**config.mk**
```make
export PLATFORM = sky130hd
export DESIGN_NAME = emu_stream_seq_flat
export DESIGN_NICKNAME = d
export VERILOG_FILES = /design/src/rtl/emu_seq_pkg.sv /design/src/rtl/emu_stream_seq_if.sv /design/src/rtl/emu_clkgen.sv /design/src/rtl/emu_stream_seq.sv /design/src/flat_wrapper.sv
export SDC_FILE = /design/constraint.sdc
export NUM_CORES = 1
export LEC_CHECK = 0
export ABC_AREA = 1
export BUFFER_PORTS_ARGS = -buffer_cell sky130_fd_sc_hd__buf_2
export CORE_UTILIZATION = 45
export DETAILED_ROUTE_END_ITERATION = 6
export PLACE_DENSITY = 0.73
export SYNTH_ARGS = -nofsm -noshare
export SYNTH_HDL_FRONTEND = slang
export SYNTH_HIERARCHICAL = 1
export SYNTH_SLANG_ARGS = --single-unit
export TNS_END_PERCENT = 1
```
**constraint.sdc**
```tcl
create_clock -name clk_emu -period 1.5 [get_ports clk_emu]
set_input_delay 0.225 -clock clk_emu [delete_from_list [all_inputs] [get_ports clk_emu]]
set_output_delay 0.225 -clock clk_emu [all_outputs]
set_load 0.005 [all_outputs]
```
**src/rtl/emu_seq_pkg.sv**
```systemverilog
// Shared constants for the fir_pe co-emulation stream sequencer: default frame
// geometry, clk_dut phase lengths and the FSM state encoding.
package emu_seq_pkg;

  localparam int N_IN_DEF       = 4;
  localparam int N_OUT_DEF      = 3;
  localparam int DUT_CLK_HI_DEF = 2;
  localparam int DUT_CLK_LO_DEF = 2;

  typedef logic [3:0] state_t;

  localparam logic [3:0] ST_RECV   = 4'd0;
  localparam logic [3:0] ST_LOAD   = 4'd1;
  localparam logic [3:0] ST_SETTLE = 4'd2;
  localparam logic [3:0] ST_CLK_HI = 4'd3;
  localparam logic [3:0] ST_CLK_LO = 4'd4;
  localparam logic [3:0] ST_GET    = 4'd5;
  localparam logic [3:0] ST_RADDR  = 4'd6;
  localparam logic [3:0] ST_RWAIT  = 4'd7;
  localparam logic [3:0] ST_RCAP   = 4'd8;
  localparam logic [3:0] ST_SEND   = 4'd9;

  // Index width for a count of n items; never narrower than one bit.
  function automatic int idx_w(input int n);
    return (n > 1) ? $clog2(n) : 1;
  endfunction

endpackage

```
**src/rtl/emu_stream_seq_if.sv**
```systemverilog
// Host byte streams plus the parallel-IO bus of the fir_pe emulation wrapper.
// master = sequencer side, slave = host/wrapper side.
interface emu_stream_seq_if;
  logic [7:0] rx_data;
  logic       rx_valid;
  logic       rx_ready;
  logic [7:0] tx_data;
  logic       tx_valid;
  logic       tx_ready;
  logic [7:0] emu_addr;
  logic [7:0] emu_wdata;
  logic [7:0] emu_rdata;
  logic       load_emu;
  logic       get_emu;
  logic       clk_dut;

  modport master (
    input  rx_data, rx_valid, tx_ready, emu_rdata,
    output rx_ready, tx_data, tx_valid, emu_addr, emu_wdata, load_emu, get_emu, clk_dut
  );

  modport slave (
    output rx_data, rx_valid, tx_ready, emu_rdata,
    input  rx_ready, tx_data, tx_valid, emu_addr, emu_wdata, load_emu, get_emu, clk_dut
  );
endinterface

```
**src/rtl/emu_clkgen.sv**
```systemverilog
// clk_dut phase generator: registered clock follows the CLK_HI phase, with
// combinational done pulses on the last cycle of each phase.
module emu_clkgen #(
  parameter int HI = 2,
  parameter int LO = 2
) (
  input  logic clk_emu,
  input  logic rst_n,
  input  logic in_hi,
  input  logic in_lo,
  output logic clk_dut,
  output logic hi_done,
  output logic lo_done
);

  localparam int MAXP = (HI > LO) ? HI : LO;
  localparam int CW   = (MAXP > 1) ? $clog2(MAXP) : 1;

  logic [CW-1:0] cnt;

  assign hi_done = in_hi && (cnt == CW'(HI - 1));
  assign lo_done = in_lo && (cnt == CW'(LO - 1));

  // clk_dut lags the phase request by one cycle, so it comes straight off a flop.
  always_ff @(posedge clk_emu or negedge rst_n) begin
    if (!rst_n) begin
      cnt     <= '0;
      clk_dut <= 1'b0;
    end else begin
      clk_dut <= in_hi;
      if (hi_done || lo_done)  cnt <= '0;
      else if (in_hi || in_lo) cnt <= cnt + CW'(1);
    end
  end

endmodule

```
**src/rtl/emu_stream_seq.sv**
```systemverilog
// Host-side frame sequencer for the fir_pe co-emulation wrapper: writes N_IN
// stimulus bytes, strobes load / one clk_dut cycle / get, streams N_OUT results.
module emu_stream_seq
  import emu_seq_pkg::*;
#(
  parameter int N_IN       = N_IN_DEF,
  parameter int N_OUT      = N_OUT_DEF,
  parameter int DUT_CLK_HI = DUT_CLK_HI_DEF,
  parameter int DUT_CLK_LO = DUT_CLK_LO_DEF
) (
  input  logic                clk_emu,
  input  logic                rst_n,
  emu_stream_seq_if.master    bus,
  output logic                busy,
  output logic [15:0]         frame_cnt
);

  localparam int IW = idx_w(N_IN);
  localparam int OW = idx_w(N_OUT);
  localparam logic [IW-1:0] IN_LAST  = IW'(N_IN - 1);
  localparam logic [OW-1:0] OUT_LAST = OW'(N_OUT - 1);

  state_t        state;
  logic [IW-1:0] in_idx;
  logic [OW-1:0] out_idx;
  logic          rx_ready_q, tx_valid_q, load_q, get_q;
  logic [7:0]    tx_data_q, emu_addr_q, emu_wdata_q;
  logic          in_hi, in_lo, hi_done, lo_done, clk_dut;
  logic          rx_fire;

  assign in_hi   = (state == ST_CLK_HI);
  assign in_lo   = (state == ST_CLK_LO);
  assign rx_fire = bus.rx_valid && rx_ready_q;

  emu_clkgen #(.HI(DUT_CLK_HI), .LO(DUT_CLK_LO)) u_clkgen (
    .clk_emu (clk_emu),
    .rst_n   (rst_n),
    .in_hi   (in_hi),
    .in_lo   (in_lo),
    .clk_dut (clk_dut),
    .hi_done (hi_done),
    .lo_done (lo_done)
  );

  assign bus.rx_ready  = rx_ready_q;
  assign bus.tx_data   = tx_data_q;
  assign bus.tx_valid  = tx_valid_q;
  assign bus.emu_addr  = emu_addr_q;
  assign bus.emu_wdata = emu_wdata_q;
  assign bus.load_emu  = load_q;
  assign bus.get_emu   = get_q;
  assign bus.clk_dut   = clk_dut;

  // Every output is a flop driven in the state that owns it, so each strobe
  // appears one cycle after its state is entered.
  always_ff @(posedge clk_emu or negedge rst_n) begin
    if (!rst_n) begin
      state       <= ST_RECV;
      in_idx      <= '0;
      out_idx     <= '0;
      rx_ready_q  <= 1'b1;
      tx_data_q   <= '0;
      tx_valid_q  <= 1'b0;
      emu_addr_q  <= '0;
      emu_wdata_q <= '0;
      load_q      <= 1'b0;
      get_q       <= 1'b0;
      busy        <= 1'b0;
      frame_cnt   <= '0;
    end else begin
      load_q <= 1'b0;
      get_q  <= 1'b0;
      case (state)
        ST_RECV: if (rx_fire) begin
          emu_addr_q  <= 8'(in_idx);
          emu_wdata_q <= bus.rx_data;
          if (in_idx == IN_LAST) begin
            in_idx     <= '0;
            rx_ready_q <= 1'b0;
            busy       <= 1'b1;
            state      <= ST_LOAD;
          end else begin
            in_idx <= in_idx + IW'(1);
          end
        end
        // Wrapper commits the last stimulus byte on this edge; load follows it.
        ST_LOAD: begin
          load_q <= 1'b1;
          state  <= ST_SETTLE;
        end
        ST_SETTLE: state <= ST_CLK_HI;
        ST_CLK_HI: if (hi_done) state <= ST_CLK_LO;
        ST_CLK_LO: if (lo_done) state <= ST_GET;
        ST_GET: begin
          get_q <= 1'b1;
          state <= ST_RADDR;
        end
        ST_RADDR: begin
          emu_addr_q <= 8'(out_idx);
          state      <= ST_RWAIT;
        end
        ST_RWAIT: state <= ST_RCAP;
        ST_RCAP: begin
          tx_data_q  <= bus.emu_rdata;
          tx_valid_q <= 1'b1;
          state      <= ST_SEND;
        end
        ST_SEND: if (bus.tx_ready) begin
          tx_valid_q <= 1'b0;
          if (out_idx == OUT_LAST) begin
            out_idx    <= '0;
            frame_cnt  <= frame_cnt + 16'd1;
            rx_ready_q <= 1'b1;
            busy       <= 1'b0;
            state      <= ST_RECV;
          end else begin
            out_idx <= out_idx + OW'(1);
            state   <= ST_RADDR;
          end
        end
        default: begin
          state      <= ST_RECV;
          rx_ready_q <= 1'b1;
          busy       <= 1'b0;
        end
      endcase
    end
  end

endmodule
```
**src/flat_wrapper.sv**
```systemverilog
// flat-port wrapper written by rule: the top's interface ports become plain ports
module emu_stream_seq_flat import emu_seq_pkg::*;
#(
  parameter int N_IN       = N_IN_DEF,
  parameter int N_OUT      = N_OUT_DEF,
  parameter int DUT_CLK_HI = DUT_CLK_HI_DEF,
  parameter int DUT_CLK_LO = DUT_CLK_LO_DEF
)
  (clk_emu, rst_n, busy, frame_cnt, bus_rx_data, bus_rx_valid, bus_tx_ready, bus_emu_rdata, bus_rx_ready, bus_tx_data, bus_tx_valid, bus_emu_addr, bus_emu_wdata, bus_load_emu, bus_get_emu, bus_clk_dut);
  emu_stream_seq_if bus_i ();
  input  logic clk_emu;
  input  logic rst_n;
  output logic busy;
  output logic [15:0] frame_cnt;
  input wire logic [$bits(bus_i.rx_data)-1:0] bus_rx_data;
  input wire logic [$bits(bus_i.rx_valid)-1:0] bus_rx_valid;
  input wire logic [$bits(bus_i.tx_ready)-1:0] bus_tx_ready;
  input wire logic [$bits(bus_i.emu_rdata)-1:0] bus_emu_rdata;
  output wire logic [$bits(bus_i.rx_ready)-1:0] bus_rx_ready;
  output wire logic [$bits(bus_i.tx_data)-1:0] bus_tx_data;
  output wire logic [$bits(bus_i.tx_valid)-1:0] bus_tx_valid;
  output wire logic [$bits(bus_i.emu_addr)-1:0] bus_emu_addr;
  output wire logic [$bits(bus_i.emu_wdata)-1:0] bus_emu_wdata;
  output wire logic [$bits(bus_i.load_emu)-1:0] bus_load_emu;
  output wire logic [$bits(bus_i.get_emu)-1:0] bus_get_emu;
  output wire logic [$bits(bus_i.clk_dut)-1:0] bus_clk_dut;
  assign bus_i.rx_data = bus_rx_data;
  assign bus_i.rx_valid = bus_rx_valid;
  assign bus_i.tx_ready = bus_tx_ready;
  assign bus_i.emu_rdata = bus_emu_rdata;
  assign bus_rx_ready = bus_i.rx_ready;
  assign bus_tx_data = bus_i.tx_data;
  assign bus_tx_valid = bus_i.tx_valid;
  assign bus_emu_addr = bus_i.emu_addr;
  assign bus_emu_wdata = bus_i.emu_wdata;
  assign bus_load_emu = bus_i.load_emu;
  assign bus_get_emu = bus_i.get_emu;
  assign bus_clk_dut = bus_i.clk_dut;
  emu_stream_seq #(.N_IN(N_IN), .N_OUT(N_OUT), .DUT_CLK_HI(DUT_CLK_HI), .DUT_CLK_LO(DUT_CLK_LO)) u_core (.clk_emu(clk_emu), .rst_n(rst_n), .bus(bus_i), .busy(busy), .frame_cnt(frame_cnt));
endmodule
```
==> results of run 1 <==
## cells in the final DEF, fill, tap and decap left out
cell           instances
o21ai_2                1
nand3_4                1
clkbuf_8               6
nand2_2                5
nand4_1                6
o21ai_0                6
nor2_1                15
xor2_1                 3
conb_1                 6
o21ai_1                1
dfrtp_2                3
nor2_2                 7
ha_1                   2
nand3_2                3
clkinv_2               1
dfstp_2                1
dlygate4sd3_1          1
nand2_4                2
nand2_1              122
buf_2                 59
inv_1                 23
nand3b_1               2
nor2_8                 2
dfrtp_1               45
buf_4                 19
nand3_1               26
inv_2                  9
nor2_4                 4
o21a_1                 1
xnor2_1                5
clkinv_4               1
## worst register-to-register path, cell delays in order, from the launching register on
cell and delay [ns]:
dfrtp_2 0.46, nand2_1 0.09, inv_2 0.06, nand2_2 0.07, inv_1 0.06, nand2_1 0.07, inv_1 0.04, nand3b_1 0.21
nand2_2 0.13, nor2_2 0.05, o21ai_1 0.10, nand2_1 0.08
## routing by layer
metal | vias to the layer above | global-route usage | share of wire
li1 | 1100 | - | -
met1 | 991 | 0.237 | 0.47
met3 | 18 | 0.0431 | 0.059
met2 | 90 | 0.285 | 0.44
met4 | 0 | 0.104 | 0.034
met5 | - | 0 | 0
## per-stage QoR
stage | std cells | setup WS (ns)
final | 458 | -0.0197
after global routing | 458 | -0.107
after CTS | 452 | 0.0132
after detailed placement | 440 | -0.0568
after global placement | 440 | 0.0680
after floorplan | 310 | 0.0804
## where the power goes
group	leakage, nW	internal, mW	switching [mW]
sequential	0.611	1.78	0.317
clock	0.0512	0.374	0.440
combinational	1.10	0.908	1.20
## layout make-up
type	count	area, µm²
Clock buffer	6	82.6
Clock inverter	2	13.8
Fill cell	470	2130
Inverter	32	120
Multi-Input combinational cell	220	1100
Sequential cell	49	1230
Tap cell	70	87.6
Timing Repair Buffer	79	448
## registers in the layout, indices dropped and copies added, names as in the netlist
name / flops
u_core/u_clkgen/clk_dut: 1
u_core/bus.tx_data: 8
u_core/bus.rx_ready: 1
u_core/u_clkgen/cnt: 1
u_core/bus.get_emu: 1
u_core/state: 4
u_core/bus.emu_wdata: 8
u_core/out_idx: 2
u_core/in_idx: 2
u_core/bus.emu_addr: 2
u_core/frame_cnt: 16
u_core/bus.load_emu: 1
u_core/busy: 1
u_core/bus.tx_valid: 1
## how the worst max path moves through the flow
stage	startpoint	to	slack [ns]	depth (start not counted)
CTS	u_core/state[2]$_DFFE_PN0P_	u_core/state[1]$_DFFE_PN0P_	0.01	10
floorplan	u_core/state[2]$_DFFE_PN0P_	u_core/state[1]$_DFFE_PN0P_	0.08	10
finish	u_core/state[0]$_DFFE_PN0P_	u_core/state[1]$_DFFE_PN0P_	-0.02	11
detailed placement	u_core/state[2]$_DFFE_PN0P_	u_core/state[1]$_DFFE_PN0P_	-0.06	10
global placement	u_core/state[1]$_DFFE_PN0P_	u_core/frame_cnt[15]$_DFFE_PN0P_	0.07	8
global route	u_core/state[0]$_DFFE_PN0P_	u_core/state[1]$_DFFE_PN0P_	-0.11	11
## logic make-up after synthesis
kind of cell,share of synthesized area
other cells,0.00151
simple gates,0.367
fa+ha+maj,0.0101
flops,0.495
xor+xnor,0.0283
buf+inv,0.0777
compound gates,0.0207
## timing repair
action	CTS	global route
endpoints found under the setup margin	3	21
setup buffers	3	6
gates resized for setup	3	11
pin swaps	0	2
hold endpoints to repair	48	0
hold buffers	1	0
==> results.json, run 1 <==
{
  "ys.flop_type": "dfrtp_1",
  "worstPathCellList": "nand2_1, inv_2, nand2_2, inv_1, nand2_1, inv_1, nand3b_1, nand2_2, nor2_2, o21ai_1, nand2_1",
  "htree_levels": 2,
  "r2r_slack_ns": -0.02,
  "tns_ns": -0.0197,
  "synth.most_common_cell": "nand2_1",
  "r2r-start": "u_core/state[0]$_DFFE_PN0P_",
  "grt_pass1_vias": 1912,
  "antenna_found_initial": 0,
  "clockBufferDepth": 2,
  "clock-sinks": 49,
  "cts_inserted_buffers": 5,
  "die-area_um2": 5810,
  "io_pins": 66,
  "worst_slack_ns": -0.0197,
  "synth_top_cell_area_share": 0.484,
  "status": "complete, but fails checks",
  "synth-async-reset-ratio": 1.00,
  "period_minus_slack_ns": 1.52,
  "clk_pin_slew_ns": 0.09,
  "rsz0062_at_grt": "true",
  "cp.arrival_ns": 1.70,
  "leakage_nw": 1.76,
  "critical_path.top_delay_family": "simple AND/OR/NAND/NOR gates",
  "synth_edf_count": 0,
  "antenna_cells": 0,
  "r2r_cells": 11,
  "peakVddDrop_mv": 0.843,
  "die_x_um": 76.2,
  "grt_usage": 0.184,
  "synth_top_cells_by_count": "nand2_1, dfrtp_1, inv_1",
  "core_area_um2": 5200,
  "viasPerCell": 4.80,
  "slowest_stage": "dfrtp_2",
  "utilization": 0.592,
  "area_growth_pct": 24.2,
  "io_buffers": 59,
  "vias": 2199,
  "crit_top_cell": "nand2_1",
  "reg2reg_to": "u_core/state[1]$_DFFE_PN0P_",
  "drc": 0,
  "violations": "negative setup slack",
  "yosys.area.top_type": "dfrtp_1",
  "end_kind": "register",
  "drt_pass1_iterations": 4,
  "place.gp.congestion": 0.915,
  "critPathRequiredTime_ns": 1.68,
  "finalPower_mw": 5.01,
  "ys_seq_area_frac": 0.495,
  "clk_latency_ns": 0.31,
  "path_class": "register to register",
  "dp.final_hpwl_um": 3760,
  "drive_above_1_share": 0.320,
  "cts_root_buf": "clkbuf_8",
  "critPathMaxFanout": 6,
  "overflow": 0,
  "worst_hold_path.num_cells": 3,
  "yosysUniqueCellTypes": 26,
  "hp-start": "bus_emu_rdata[0]",
  "place_area_um2": 2880,
  "drt_iter0_drc": 97,
  "period_share": 1.01,
  "fin_nets": 409,
  "postRouteWirelength_um": 5190,
  "cts_tree": "built",
  "min_to": "u_core/bus.tx_data[0]$_DFFE_PN0P_",
  "ant_nets": 0,
  "fmax_ghz": 0.658,
  "grt_max_degree": 27,
  "holdCritPathClass": "input pin to register",
  "max_stage_delay_ns": 0.46,
  "synth_seq_cells": 49,
  "finalHoldViolations": 0,
  "drv_slew": 0,
  "ys_top_cells_by_area": "dfrtp_1, nand2_1, nand3_1",
  "cp_num_buf_inv": 3,
  "setup_viol": 1,
  "grt_pass1_wl_um": 8510,
  "syn_area_um2": 2480,
  "wl_per_cell_um": 11.3,
  "maxCapViolCount": 0,
  "start_kind": "register",
  "start_util": 0.476,
  "placementRows": 26,
  "skew_ns": 0.0116,
  "fin_hold_ws_ns": 0.115,
  "power_density_nw_per_um2": 1630,
  "synth_cells": 305,
  "synth.avg_cell_area_um2": 8.13,
  "die-height_um": 76.2,
  "yosys_warnings": 6,
  "final_area_um2": 3080
}
(Power assumes the default switching activity.)
==> run 2: changes to the inputs <==
--- a/config.mk
+++ b/config.mk
@@ -7,9 +7,8 @@
 export LEC_CHECK = 0
 export ABC_AREA = 1
 export BUFFER_PORTS_ARGS = -buffer_cell sky130_fd_sc_hd__buf_2
-export CORE_UTILIZATION = 45
+export CORE_UTILIZATION = 35
 export DETAILED_ROUTE_END_ITERATION = 6
-export PLACE_DENSITY = 0.73
 export SYNTH_ARGS = -nofsm -noshare
 export SYNTH_HDL_FRONTEND = slang
 export SYNTH_HIERARCHICAL = 1
==> results.json, run 2 (same netlist as run 1, synthesis figures left out) <==
{
  "status": "complete, no violations",
  "overflow": 0,
  "grt_usage": 0.145,
  "die-area_um2": 7430,
  "regMostFlops": "u_core/frame_cnt",
  "drive_above_1_share": 0.309,
  "clock-sinks": 49,
  "drt_pass1_iterations": 5,
  "tns_ns": 0,
  "worst_slack_ns": 0.0999,
  "grt_pass1_wl_um": 8450,
  "wl_per_cell_um": 10.8,
  "postRouteWirelength_um": 5170,
  "cts_root_buf": "clkbuf_8",
  "leakage_nw": 1.75,
  "multi_input_area_um2": 1100,
  "hp-start": "bus_emu_rdata[4]",
  "largest_reg_flops": 16,
  "clk_latency_ns": 0.30,
  "clk_pin_slew_ns": 0.09,
  "cts_inserted_buffers": 5,
  "start_util": 0.363,
  "critPathRequiredTime_ns": 1.69,
  "cts_tree": "built",
  "fin_hold_ws_ns": 0.114,
  "drt_iter0_drc": 90,
  "fillers": 723,
  "htree_levels": 2,
  "fmax_ghz": 0.714,
  "regArea_um2": 1230,
  "holdCritPathClass": "input pin to register",
  "fin_cells": 478,
  "critPathMaxFanout": 5,
  "place_area_um2": 2920,
  "viasPerCell": 4.42,
  "worstSetupStartpoint": "u_core/state[2]$_DFFE_PN0P_",
  "grt_max_degree": 31,
  "period_share": 0.933,
  "io_pins": 66,
  "io_buffers": 59,
  "antenna_cells": 0,
  "place.gp.congestion": 0.981,
  "final_cell_mix": "nand2_1, buf_2, dfrtp_1, nand3_1, inv_1",
  "antenna_found_initial": 0,
  "start_kind": "register",
  "pre_cts_ws_ns": -0.0160,
  "r2r-start": "u_core/state[2]$_DFFE_PN0P_",
  "peakVddDrop_mv": 0.504,
  "clockBufferDepth": 2,
  "period_minus_slack_ns": 1.40,
  "die-height_um": 86.2,
  "path_class": "register to register",
  "power_density_nw_per_um2": 1620,
  "die_x_um": 86.2,
  "placementRows": 30,
  "end_kind": "register",
  "cp.arrival_ns": 1.59,
  "core_area_um2": 6830,
  "grt_pass1_vias": 1842,
  "setup_viol": 0,
  "skew_ns": 0.00518,
  "utilization": 0.455,
  "area_growth_pct": 25.3,
  "fin_nets": 404,
  "finalHoldViolations": 0,
  "rsz0062_at_grt": "true",
  "place_inst": 465,
  "drv_slew": 0,
  "final_area_um2": 3110,
  "maxCapViolCount": 0,
  "vias": 2114,
  "dp.final_hpwl_um": 3830,
  "finalPower_mw": 5.04,
  "layout_commonest_cell": "nand2_1",
  "drc": 0,
  "ant_nets": 0
}
run 2: cell count changes in the layout (fill, tap and decap cells not counted), sizes merged:
cell    previous run  this run
buf               78        73
bufinv             0         1
clkinv             2         1
clkbuf             6         5
run 2: report_power, final:
part           internal [mW]  switching (mW)  total [mW]
Clock                  0.485           0.436       0.921
Combinational          0.871            1.14        2.01
Sequential              1.78           0.330        2.11
Total                   3.13            1.91        5.04
run 2: worst paths after layout:
path | cells after the start | end | slack, ns
setup / recovery | 7 | u_core/state[1]$_DFFE_PN0P_ | 0.1
hold / removal | 3 | u_core/bus.tx_data[4]$_DFFE_PN0P_ | 0.11
setup reg to reg | 7 | u_core/state[1]$_DFFE_PN0P_ | 0.1
hold reg to reg | 2 | u_core/busy$_DFFE_PN0P_ | 0.47
max in group asynchronous | 3 | u_core/bus.rx_ready$_DFFE_PN1P_ | 0.69
min in group asynchronous | 3 | u_core/frame_cnt[13]$_DFFE_PN0P_ | 0.43
run 2: area by class of cell:
class                      instances  area share
clock buffer                       5      0.0221
sequential                        49       0.397
timing repair buffer              74       0.136
inverter                          32      0.0403
clock inverter                     2      0.0113
tap                               96      0.0386
multi-input combinational        220       0.355
run 2: worst max-delay path: stages (launching register included):
cell	delay [ns]
dfrtp_2	0.46
buf_4	0.15
nor2_4	0.15
nand3_1	0.15
nand2_1	0.18
nor2_4	0.05
o21ai_1	0.08
nand2_1	0.06
run 2: layer usage:
layer  wire length [µm]  vias up  track usage  part of all wire
li1                   -     1080            -                 -
met2               2450       67        0.237              0.47
met4                114        0       0.0545             0.022
met3                233       10       0.0286             0.045
met1               2380      957        0.189              0.46
met5                  0        -            0                 0
run 2: what timing repair did:
item | CTS | global route
hold buffers | 1 | 0
setup endpoints to repair | 3 | 19
endpoints found under the hold margin | 48 | 0
gates cloned | 0 | 0
setup buffers | 2 | 3
gates resized for setup | 1 | 17
pin swaps | 0 | 4
==> run 3: changes to the inputs <==
==> constraint.sdc (replaced) <==
create_clock -name clk_emu -period 1.2 [get_ports clk_emu]
set_input_delay 0.18 -clock clk_emu [delete_from_list [all_inputs] [get_ports clk_emu]]
set_output_delay 0.18 -clock clk_emu [all_outputs]
set_load 0.005 [all_outputs]
==> results.json, run 3 (same netlist as run 1, synthesis figures left out) <==
{
  "intPower_mw": 4.35,
  "overflow": 0,
  "end_kind": "register",
  "fmax_ghz": 0.715,
  "fin_nets": 446,
  "layout_commonest_cell": "nand2_1",
  "violations": "negative setup slack",
  "tns_ns": -6.05,
  "rsz0062_at_grt": "true",
  "core_area_um2": 6830,
  "drv_slew": 0,
  "grt.busiest_layer": "met2",
  "cts_root_buf": "clkbuf_8",
  "swShare": 0.373,
  "area_growth_pct": 42.3,
  "met1_usage": 0.194,
  "holdCritPathClass": "input pin to register",
  "antenna_cells": 0,
  "clock-sinks": 49,
  "largest_reg_flops": 16,
  "r2r_slack_ns": -0.20,
  "peakVddDrop_mv": 0.899,
  "wl_per_cell_um": 10.7,
  "critPathRequiredTime_ns": 1.39,
  "die-height_um": 86.2,
  "antenna_found_initial": 0,
  "finalHoldViolations": 0,
  "cp.arrival_ns": 1.59,
  "worst_slack_ns": -0.198,
  "period_share": 1.17,
  "path_class": "register to register",
  "io_buffers": 59,
  "start_util": 0.363,
  "pwr-share-clk": 0.148,
  "dp.final_hpwl_um": 4140,
  "clk_latency_ns": 0.30,
  "leakage_nw": 1.97,
  "postRouteWirelength_um": 5590,
  "start_kind": "register",
  "drc": 0,
  "met2_usage": 0.278,
  "viasPerCell": 4.36,
  "placementRows": 30,
  "setup_viol": 46,
  "grt_usage": 0.158,
  "place_area_um2": 3250,
  "max_stage_delay_ns": 0.48,
  "status": "complete, but fails checks",
  "fillers": 674,
  "drive_above_1_share": 0.395,
  "power_density_nw_per_um2": 1970,
  "grt_pass1_wl_um": 9290,
  "skew_ns": 0.00334,
  "htree_levels": 2,
  "slowest_stage": "dfrtp_2",
  "maxCapViolCount": 0,
  "use_met3": 0.0352,
  "pre_cts_ws_ns": -0.248,
  "finalPower_mw": 6.94,
  "ant_nets": 0,
  "regMostFlops": "u_core/frame_cnt",
  "die-area_um2": 7430,
  "p_seq_frac": 0.374,
  "clockBufferDepth": 2,
  "cts_tree": "built",
  "worstPathCellList": "buf_4, nor2_4, nand3_1, nand2_2, nor2_4, o21ai_1, nand2_1",
  "place.gp.congestion": 0.849,
  "grt_pass1_vias": 2123,
  "crit_top_cell": "nor2_4",
  "cts_inserted_buffers": 5,
  "critPathMaxFanout": 5,
  "die_x_um": 86.2,
  "p_switching_mw": 2.59,
  "vias": 2272,
  "io_pins": 66,
  "grt_max_degree": 50,
  "final_area_um2": 3530,
  "drt_pass1_iterations": 4,
  "final_cell_mix": "nand2_1, buf_2, buf_4, dfrtp_1, nand3_1",
  "combPwrFrac": 0.478,
  "period_minus_slack_ns": 1.40,
  "clk_pin_slew_ns": 0.09,
  "utilization": 0.517,
  "drt_iter0_drc": 76
}
==> run 3: cell count changes in the layout (fill, tap and decap cells not counted), moves of 3 or more <==
| cell | previous run | this run |
|---|---|---|
| buf_4 | 13 | 47 |
| buf_6 | 0 | 8 |
| nor2_4 | 5 | 11 |
| nor2_2 | 7 | 2 |
| buf_2 | 59 | 56 |
| inv_2 | 5 | 8 |
| nand2_1 | 122 | 119 |
==> run 3: timing repair <==
action | 4_1_cts | 5_1_grt
hold buffers | 1 | 0
gates cloned | 1 | 0
setup buffers | 7 | 0
setup endpoints to repair | 45 | 50
hold endpoints to repair | 48 | 0
gates resized for setup | 19 | 12
pin swaps | 13 | 7
==> run 3: final cells by class <==
cell class                 instances  area [µm²]  area share
tap                               96         120      0.0340
sequential                        49        1230       0.349
clock buffer                       6        82.6      0.0234
inverter                          32         123      0.0347
multi-input combinational        221        1160       0.330
clock inverter                     2        13.8     0.00390
timing repair buffer             115         793       0.225
==> run 3: worst paths after layout <==
path / from / end / cells after the start
max in group asynchronous: rst_n / u_core/bus.rx_ready$_DFFE_PN1P_ / 3
max reg2reg: u_core/state[2]$_DFFE_PN0P_ / u_core/state[2]$_DFFE_PN0P_ / 7
min in group asynchronous: rst_n / u_core/frame_cnt[14]$_DFFE_PN0P_ / 3
max: u_core/state[2]$_DFFE_PN0P_ / u_core/state[2]$_DFFE_PN0P_ / 7
min: bus_emu_rdata[2] / u_core/bus.tx_data[2]$_DFFE_PN0P_ / 3
min reg2reg: u_core/bus.emu_wdata[2]$_DFFE_PN0P_ / u_core/bus.emu_wdata[2]$_DFFE_PN0P_ / 2
==> run 3: worst max-delay path, delay by kind of cell, from the launching register on <==
family,cells,cell delay (ns)
AOI/OAI and AO/OA,1,0.09
and+or+nand+nor,5,0.56
buffers and inverters,1,0.16
DFF,1,0.48
==> run 3: metrics by stage <==
| step | std cells | hold WS [ns] |
|---|---|---|
| floorplan | 310 | -0.116 |
| global placement | 504 | 0.190 |
| detailed placement | 504 | 0.193 |
| CTS | 521 | 0.0528 |
| global route | 521 | 0.0682 |
| finish | 521 | 0.0652 |
==> run 3: layer usage <==
| metal | wire length [µm] | part of all wire |
|---|---|---|
| met3 | 228 | 0.041 |
| met4 | 50 | 0.0089 |
| met2 | 2690 | 0.48 |
| met5 | 0 | 0 |
| met1 | 2610 | 0.47 |
==> run 3: power by group through the flow <==
stage / logic, mW / registers, mW / clock network, mW
detailed placement: 3.05 / 2.61 / 0
finish: 3.32 / 2.59 / 1.03
global placement: 2.99 / 2.60 / 0
floorplan: 1.54 / 2.65 / 0
CTS: 3.29 / 2.59 / 1.08
global route: 3.75 / 2.67 / 1.13
